==> src/rtl/riscv_div_pkg.sv <==
// Shared types and constants for the RV64M divider.
// Optional feature macro: RISCV_DIV_RADIX4_EN (two restoring steps per cycle).
package riscv_div_pkg;

   // Divider sequencing states
   typedef enum logic [1:0] {
      StIdle = 2'd0,
      StBusy = 2'd1,
      StDone = 2'd2
   } div_state_e;

   // Divide control encodings; bit 2 is the request, 3'b0xx means no request
   localparam logic [2:0] DivctrlNone = 3'b000;
   localparam logic [2:0] DivctrlDiv  = 3'b100;
   localparam logic [2:0] DivctrlDivu = 3'b101;
   localparam logic [2:0] DivctrlRem  = 3'b110;
   localparam logic [2:0] DivctrlRemu = 3'b111;

   // Restoring steps retired per BUSY cycle
   localparam int unsigned StepsR2 = 1;
   localparam int unsigned StepsR4 = 2;

   // Iteration counts (BUSY cycles) for the 64-bit and 32-bit word forms
   localparam int unsigned IterR2Dword = 64;
   localparam int unsigned IterR2Word  = 32;
   localparam int unsigned IterR4Dword = 32;
   localparam int unsigned IterR4Word  = 16;

endpackage

==> src/rtl/riscv_div_step.sv <==
// One combinational restoring divide step: shift {rem, quo} left by one,
// trial-subtract the divisor, keep the difference if non-negative and shift
// the resulting quotient bit into the quotient LSB.
module riscv_div_step #(
   parameter int unsigned width = 64
) (
   input  logic [width-1:0] rem_i,
   input  logic [width-1:0] quo_i,
   input  logic [width-1:0] dvsr_i,
   output logic [width-1:0] rem_o,
   output logic [width-1:0] quo_o
);

   logic [width:0]   shifted;
   logic [width+1:0] diff;
   logic             neg;

   // Trial subtraction; remainder stays below the divisor so width bits suffice
   always_comb begin
      shifted = {rem_i, quo_i[width-1]};
      diff    = {1'b0, shifted} - {2'b00, dvsr_i};
      neg     = diff[width+1];
      rem_o   = neg ? shifted[width-1:0] : diff[width-1:0];
      quo_o   = {quo_i[width-2:0], ~neg};
   end

endmodule

==> src/rtl/riscv_divider.sv <==
// Multi-cycle RV64M DIV/DIVU/REM/REMU (+W forms) unit for the execute stage.
// Restoring shift-subtract on operand magnitudes, signs fixed up at the end.
// Optional feature macro: RISCV_DIV_RADIX4_EN chains two steps per cycle.
module riscv_divider
   import riscv_div_pkg::*;
#(
   parameter int unsigned width = 64
) (
   input  logic             i_riscv_div_clk,
   input  logic             i_riscv_div_rst,
   input  logic [2:0]       i_riscv_div_divctrl,
   input  logic             i_riscv_div_word,
   input  logic [width-1:0] i_riscv_div_rs1data,
   input  logic [width-1:0] i_riscv_div_rs2data,
   input  logic             i_riscv_div_kill,
   output logic [width-1:0] o_riscv_div_result,
   output logic             o_riscv_div_valid,
   output logic             o_riscv_div_busy
);

`ifdef RISCV_DIV_RADIX4_EN
   localparam int unsigned StepsPerCycle = StepsR4;
   localparam int unsigned IterWord      = IterR4Word;
`else
   localparam int unsigned StepsPerCycle = StepsR2;
   localparam int unsigned IterWord      = IterR2Word;
`endif
   localparam int unsigned IterFull = width / StepsPerCycle;
   localparam int unsigned CntW     = $clog2(width + 1);

   // Sign-extend the low 32 bits of a value to the full width
   function automatic logic [width-1:0] wext(input logic [width-1:0] v);
      return {{(width-32){v[31]}}, v[31:0]};
   endfunction

   div_state_e       state_q, state_d;
   logic [CntW-1:0]  cnt_q, cnt_d;
   logic [width-1:0] acc_q, acc_d;     // partial remainder
   logic [width-1:0] quo_q, quo_d;     // dividend shifting out, quotient shifting in
   logic [width-1:0] dvsr_q, dvsr_d;
   logic [width-1:0] result_q, result_d;
   logic             is_rem_q, is_rem_d;
   logic             word_q, word_d;
   logic             neg_q_q, neg_q_d;
   logic             neg_r_q, neg_r_d;

   logic [width-1:0] step_rem, step_quo;

   // Accept-time decode
   logic             req, is_signed, is_rem;
   logic [width-1:0] op_a, op_b, mag_a, mag_b, min_val, spec_res;
   logic             a_neg, b_neg, div_zero, ovf;

   // Completion fix-up
   logic [width-1:0] q_fin, r_fin, res_fin;

   // Operand extension, magnitudes and special-case detection
   always_comb begin
      req       = i_riscv_div_divctrl[2];
      is_signed = (i_riscv_div_divctrl == DivctrlDiv) || (i_riscv_div_divctrl == DivctrlRem);
      is_rem    = (i_riscv_div_divctrl == DivctrlRem) || (i_riscv_div_divctrl == DivctrlRemu);
      if (i_riscv_div_word) begin
         op_a = is_signed ? wext(i_riscv_div_rs1data)
                          : {{(width-32){1'b0}}, i_riscv_div_rs1data[31:0]};
         op_b = is_signed ? wext(i_riscv_div_rs2data)
                          : {{(width-32){1'b0}}, i_riscv_div_rs2data[31:0]};
         min_val = {{(width-31){1'b1}}, 31'b0};
      end else begin
         op_a    = i_riscv_div_rs1data;
         op_b    = i_riscv_div_rs2data;
         min_val = {1'b1, {(width-1){1'b0}}};
      end
      // Word signed operands are already sign-extended, so the top bit is the sign
      a_neg    = is_signed & op_a[width-1];
      b_neg    = is_signed & op_b[width-1];
      mag_a    = a_neg ? -op_a : op_a;
      mag_b    = b_neg ? -op_b : op_b;
      div_zero = (op_b == '0);
      ovf      = is_signed && (op_a == min_val) && (op_b == '1);
      if (div_zero) begin
         spec_res = is_rem ? op_a : '1;
      end else begin
         spec_res = is_rem ? '0 : op_a;
      end
      if (i_riscv_div_word) begin
         spec_res = wext(spec_res);
      end
   end

`ifdef RISCV_DIV_RADIX4_EN
   logic [width-1:0] mid_rem, mid_quo;

   riscv_div_step #(.width(width)) u_step0 (
      .rem_i  (acc_q),
      .quo_i  (quo_q),
      .dvsr_i (dvsr_q),
      .rem_o  (mid_rem),
      .quo_o  (mid_quo)
   );

   riscv_div_step #(.width(width)) u_step1 (
      .rem_i  (mid_rem),
      .quo_i  (mid_quo),
      .dvsr_i (dvsr_q),
      .rem_o  (step_rem),
      .quo_o  (step_quo)
   );
`else
   riscv_div_step #(.width(width)) u_step0 (
      .rem_i  (acc_q),
      .quo_i  (quo_q),
      .dvsr_i (dvsr_q),
      .rem_o  (step_rem),
      .quo_o  (step_quo)
   );
`endif

   // Sign fix-up of the last step's output; word quotient sits in the low 32 bits
   always_comb begin
      q_fin   = neg_q_q ? -step_quo : step_quo;
      r_fin   = neg_r_q ? -step_rem : step_rem;
      res_fin = is_rem_q ? r_fin : q_fin;
      if (word_q) begin
         res_fin = wext(res_fin);
      end
   end

   // Next-state, datapath updates, busy and valid
   always_comb begin
      state_d          = state_q;
      cnt_d            = cnt_q;
      acc_d            = acc_q;
      quo_d            = quo_q;
      dvsr_d           = dvsr_q;
      result_d         = result_q;
      is_rem_d         = is_rem_q;
      word_d           = word_q;
      neg_q_d          = neg_q_q;
      neg_r_d          = neg_r_q;
      o_riscv_div_busy  = 1'b0;
      o_riscv_div_valid = 1'b0;

      unique case (state_q)
         StIdle: begin
            if (req) begin
               o_riscv_div_busy = 1'b1;
               is_rem_d = is_rem;
               word_d   = i_riscv_div_word;
               neg_q_d  = a_neg ^ b_neg;
               neg_r_d  = a_neg;
               if (div_zero || ovf) begin
                  result_d = spec_res;
                  state_d  = StDone;
               end else begin
                  acc_d   = '0;
                  dvsr_d  = mag_b;
                  // Word dividend is parked at the top so it shifts out first
                  quo_d   = i_riscv_div_word ? {mag_a[31:0], {(width-32){1'b0}}} : mag_a;
                  cnt_d   = i_riscv_div_word ? CntW'(IterWord) : CntW'(IterFull);
                  state_d = StBusy;
               end
            end
         end
         StBusy: begin
            o_riscv_div_busy = 1'b1;
            acc_d = step_rem;
            quo_d = step_quo;
            cnt_d = cnt_q - 1'b1;
            if (cnt_q == CntW'(1)) begin
               result_d = res_fin;
               state_d  = StDone;
            end
         end
         StDone: begin
            o_riscv_div_valid = 1'b1;
            cnt_d   = '0;
            state_d = StIdle;
         end
         default: begin
            state_d = StIdle;
         end
      endcase

      // Flush overrides everything: no accept, no completion, no strobe
      if (i_riscv_div_kill) begin
         state_d           = StIdle;
         cnt_d             = '0;
         acc_d             = acc_q;
         quo_d             = quo_q;
         dvsr_d            = dvsr_q;
         result_d          = result_q;
         is_rem_d          = is_rem_q;
         word_d            = word_q;
         neg_q_d           = neg_q_q;
         neg_r_d           = neg_r_q;
         o_riscv_div_busy  = 1'b0;
         o_riscv_div_valid = 1'b0;
      end
   end

   // State and datapath registers
   always_ff @(posedge i_riscv_div_clk or negedge i_riscv_div_rst) begin
      if (!i_riscv_div_rst) begin
         state_q  <= StIdle;
         cnt_q    <= '0;
         acc_q    <= '0;
         quo_q    <= '0;
         dvsr_q   <= '0;
         result_q <= '0;
         is_rem_q <= 1'b0;
         word_q   <= 1'b0;
         neg_q_q  <= 1'b0;
         neg_r_q  <= 1'b0;
      end else begin
         state_q  <= state_d;
         cnt_q    <= cnt_d;
         acc_q    <= acc_d;
         quo_q    <= quo_d;
         dvsr_q   <= dvsr_d;
         result_q <= result_d;
         is_rem_q <= is_rem_d;
         word_q   <= word_d;
         neg_q_q  <= neg_q_d;
         neg_r_q  <= neg_r_d;
      end
   end

   assign o_riscv_div_result = result_q;

endmodule
==> config.mk <==
export PLATFORM = sky130hd
export DESIGN_NAME = riscv_divider
export DESIGN_NICKNAME = d
export VERILOG_FILES = /design/src/rtl/riscv_div_pkg.sv /design/src/rtl/riscv_div_step.sv /design/src/rtl/riscv_divider.sv
export SDC_FILE = /design/constraint.sdc
export NUM_CORES = 1
export LEC_CHECK = 0
export ABC_AREA = 1
export BUFFER_PORTS_ARGS = -buffer_cell sky130_fd_sc_hd__buf_2
export CAP_MARGIN = 40
export CORE_AREA = 2 2 262 367
export DETAILED_ROUTE_END_ITERATION = 6
export DIE_AREA = 0 0 264 369
export PLACE_DENSITY = 0.42
export SLEW_MARGIN = 20
export SYNTH_ARGS = -nofsm -noshare
export SYNTH_HDL_FRONTEND = slang
export SYNTH_SLANG_ARGS = --single-unit
==> constraint.sdc <==
create_clock -name i_riscv_div_clk -period 6.55 [get_ports i_riscv_div_clk]
set_clock_uncertainty 0.2 [all_clocks]
set_input_delay 0.655 -clock i_riscv_div_clk [delete_from_list [all_inputs] [get_ports i_riscv_div_clk]]
set_output_delay 0.655 -clock i_riscv_div_clk [all_outputs]
set_load 0.005 [all_outputs]
==> metrics <==
grt total ovfl=0; Arrival @ worst endpoint=~6 ns; highest-count cells in the layout ignoring fill and taps=1,515 x nand2_1, 667 x inv_1, 482 x nor2_1; Worst path slowest cell=dfrtp_1; Synth warnings=0; critical path launch point type=flop; Synth Area per Inst=roughly 5.8 um2; number of synthesized flops with an enable pin=0; effective utilization at floorplan=a little under 30%; standard-cell rows=approximately 130; final number of hold-violating endpoints=0; Worst Hold Margin=roughly 0.21 ns; Buffers on Ports=200; Yosys reg bits=approximately 270; DR DRC count=0; antenna violations before repair=2; number of buffers created by CTS=35; measured slew at the worst slew-check pin=0.924 ns; Hold Path Stages=3; number of cells on the worst reg-to-reg path=37; Critical Path Max Stage Delay=about 0.40 ns; Worst Path Required=6.85 ns; clk slew on worst S/H paths=approximately 0.060 ns; total number of H-tree levels=2; leading cell type in the layout, fill and taps excluded=nand2_1; initial detailed-routing violation count=about 2,300; gr usage total=around 28%; ANT nets after route=0; WL/cell=~23 um; via density per instance=slightly above 5; number of buffers on the longest clock path=3; RSZ-0062 raised after global routing=no; Most used DFF post-synth=dfrtp_1; 1st-pass router iterations=6; total setup violations reported at the end of the flow=0; pin count of the biggest net entering global routing=115; post-synthesis cell count=about 4,800; master cell of the clock root buffer=clkbuf_16; DP HPWL=117 mm; via count of the first global-routing pass=between 30,000 and 40,000; final WL=141 mm; Critical R2R Launch=acc_q[2]$_DFFE_PN0P_; CTS tree=done; Die W=264 um; max cap viols=0; core region area=approximately 0.094 mm2; layout cell share with drive strength beyond 1=roughly 7.7%; Worst Hold Launch=i_riscv_div_divctrl[1]; sequential-to-total area share from yosys stat=between 20% and 30%; Reg2Reg Setup Slack=0.85 ns; critical setup path kind=flop to flop; Final GP Congestion=between 0.9 and 1; die span in y=around 370 um; clock network latency to the later pin of the worst-skew pair=roughly 0.60 ns; total nets after synthesis=5,004; min-delay worst type=input port to flop; Slew Limit Headroom=between 30% and 40%; Max Slew Vio Count=0; result of the run=completed; post-layout utilization of the core=~33%; destination of the worst register-to-register timing path=o_riscv_div_result[60]$_DFFE_PN0P_; number of distinct library cells after synthesis=60; Ports=201; most repeated library cell on the critical path=nand2_1; nets@finish=roughly 5,100; final worst-path cycle share=between 80 and 90%; die area=approximately 0.097 mm2; number of sinks driven by the clock tree=~270; setup tns final=0 ns; Hold EP=is_rem_q$_DFFE_PN0P_; Final Critical Period=around 5.7 ns; summed instance area of the synthesized netlist=about 0.028 mm2; kind of end point of the critical path=flop; total via count after detailed routing=31,300; global-route wire length before repair=206 mm; Max Clock Freq=around 180 MHz; Final Instance Area=approximately 0.031 mm2; cell area reported after detailed placement=between 0.03 and 0.04 mm2; fraction of registers with async set/reset=100%; Layout area overhead=12.3%; largest fanout on the critical path=29
## state kept, by name, indices dropped and copies added (netlist names)
signal and cells:
state_q 2, o_riscv_div_result 64, neg_q_q 1, neg_r_q 1
word_q 1, acc_q 64, quo_q 64, cnt_q 7
dvsr_q 64, is_rem_q 1
## stage by stage
stage,cells,setup slack [ns]
detailed placement,6073,0.865
global route,6137,0.240
global placement,6064,0.735
floorplan,4794,1.90
CTS,6136,0.828
finish,6138,0.850
## area by class of cell
cell class / instances / area, um2
Timing Repair Buffer: 250 / 1540
Fill cell: 10900 / 62400
Multi-Input combinational cell: 3658 / 17900
Inverter: 683 / 2560
Sequential cell: 269 / 6730
Antenna cell: 1 / 2.50
Clock inverter: 14 / 159
Clock buffer: 48 / 975
Tap cell: 1215 / 1520
## synthesized netlist by cell type, drive strengths merged, types with 4 or more instances
library cell / number / area (um2)
a21o: 4 / 30.0
a21oi: 213 / 1070
a22oi: 6 / 45.0
a31oi: 22 / 138
and2: 8 / 50.1
buf: 67 / 380
clkbuf: 117 / 439
clkinv: 4 / 15.0
dfrtp: 269 / 6730
ha: 74 / 926
inv: 679 / 2550
maj3: 50 / 500
nand2: 1532 / 5800
nand3: 333 / 1680
nand3b: 18 / 135
nand4: 70 / 444
nor2: 498 / 1910
nor3: 92 / 477
nor4: 46 / 288
o211ai: 29 / 218
o21ai: 415 / 2110
o21bai: 6 / 45.0
o221ai: 28 / 245
o22ai: 25 / 163
o31ai: 11 / 82.6
or2: 11 / 71.3
xnor2: 50 / 438
xor2: 92 / 806
## logic make-up (layout without fill, tap and decap cells)
group | count (synthesis) | count (layout) | synth area share (%)
AND/OR/NAND/NOR | 2617 | 2617 | 39.0
XOR/XNOR | 142 | 142 | 4.44
other | 0 | 1 | 0
AO/OA/AOI/OAI | 774 | 774 | 15.3
adder cells (fa/ha/maj) | 125 | 125 | 5.17
flip-flops | 269 | 269 | 24.0
buffers and inverters | 867 | 995 | 12.1
## what timing repair did
item	CTS	global route
endpoints found under the hold margin	91	0
gates resized for setup	0	0
setup endpoints to repair	0	0
buffers inserted	0	0
hold buffers	1	0
## layer usage
layer	vias up	share of wire, %	global-route usage (%)
met5	-	0.0092	0
met4	2	6.3	15.7
met3	245	3.1	1.88
met2	822	51	52.2
met1	14600	40	32.5
li1	15600	-	-
## worst max-delay path, delay by kind of cell, from the launching register on
kind / cells / cell delay (ns)
AND/OR/NAND/NOR: 28 / 3.72
adder cells (fa/ha/maj): 2 / 0.55
AO/OA/AOI/OAI: 3 / 0.35
flip-flops: 1 / 0.40
buffers and inverters: 4 / 0.35
## worst max-delay path by stage
| stage | startpoint | slack, ns | end | cells after the start |
|---|---|---|---|---|
| detailed placement | acc_q[3]$_DFFE_PN0P_ | 0.86 | o_riscv_div_result[60]$_DFFE_PN0P_ | 37 |
| global placement | i_riscv_div_divctrl[2] | 0.73 | quo_q[44]$_DFFE_PN0P_ | 19 |
| floorplan | acc_q[6]$_DFFE_PN0P_ | 1.90 | o_riscv_div_result[60]$_DFFE_PN0P_ | 39 |
| finish | acc_q[2]$_DFFE_PN0P_ | 0.85 | o_riscv_div_result[60]$_DFFE_PN0P_ | 37 |
| global route | acc_q[7]$_DFFE_PN0P_ | 0.24 | o_riscv_div_result[60]$_DFFE_PN0P_ | 37 |
| CTS | acc_q[6]$_DFFE_PN0P_ | 0.83 | o_riscv_div_result[60]$_DFFE_PN0P_ | 37 |
Power is left out: the tool's default activity adds up to more than one toggle a clock period on the data nets, which glitch-free logic cannot reach.
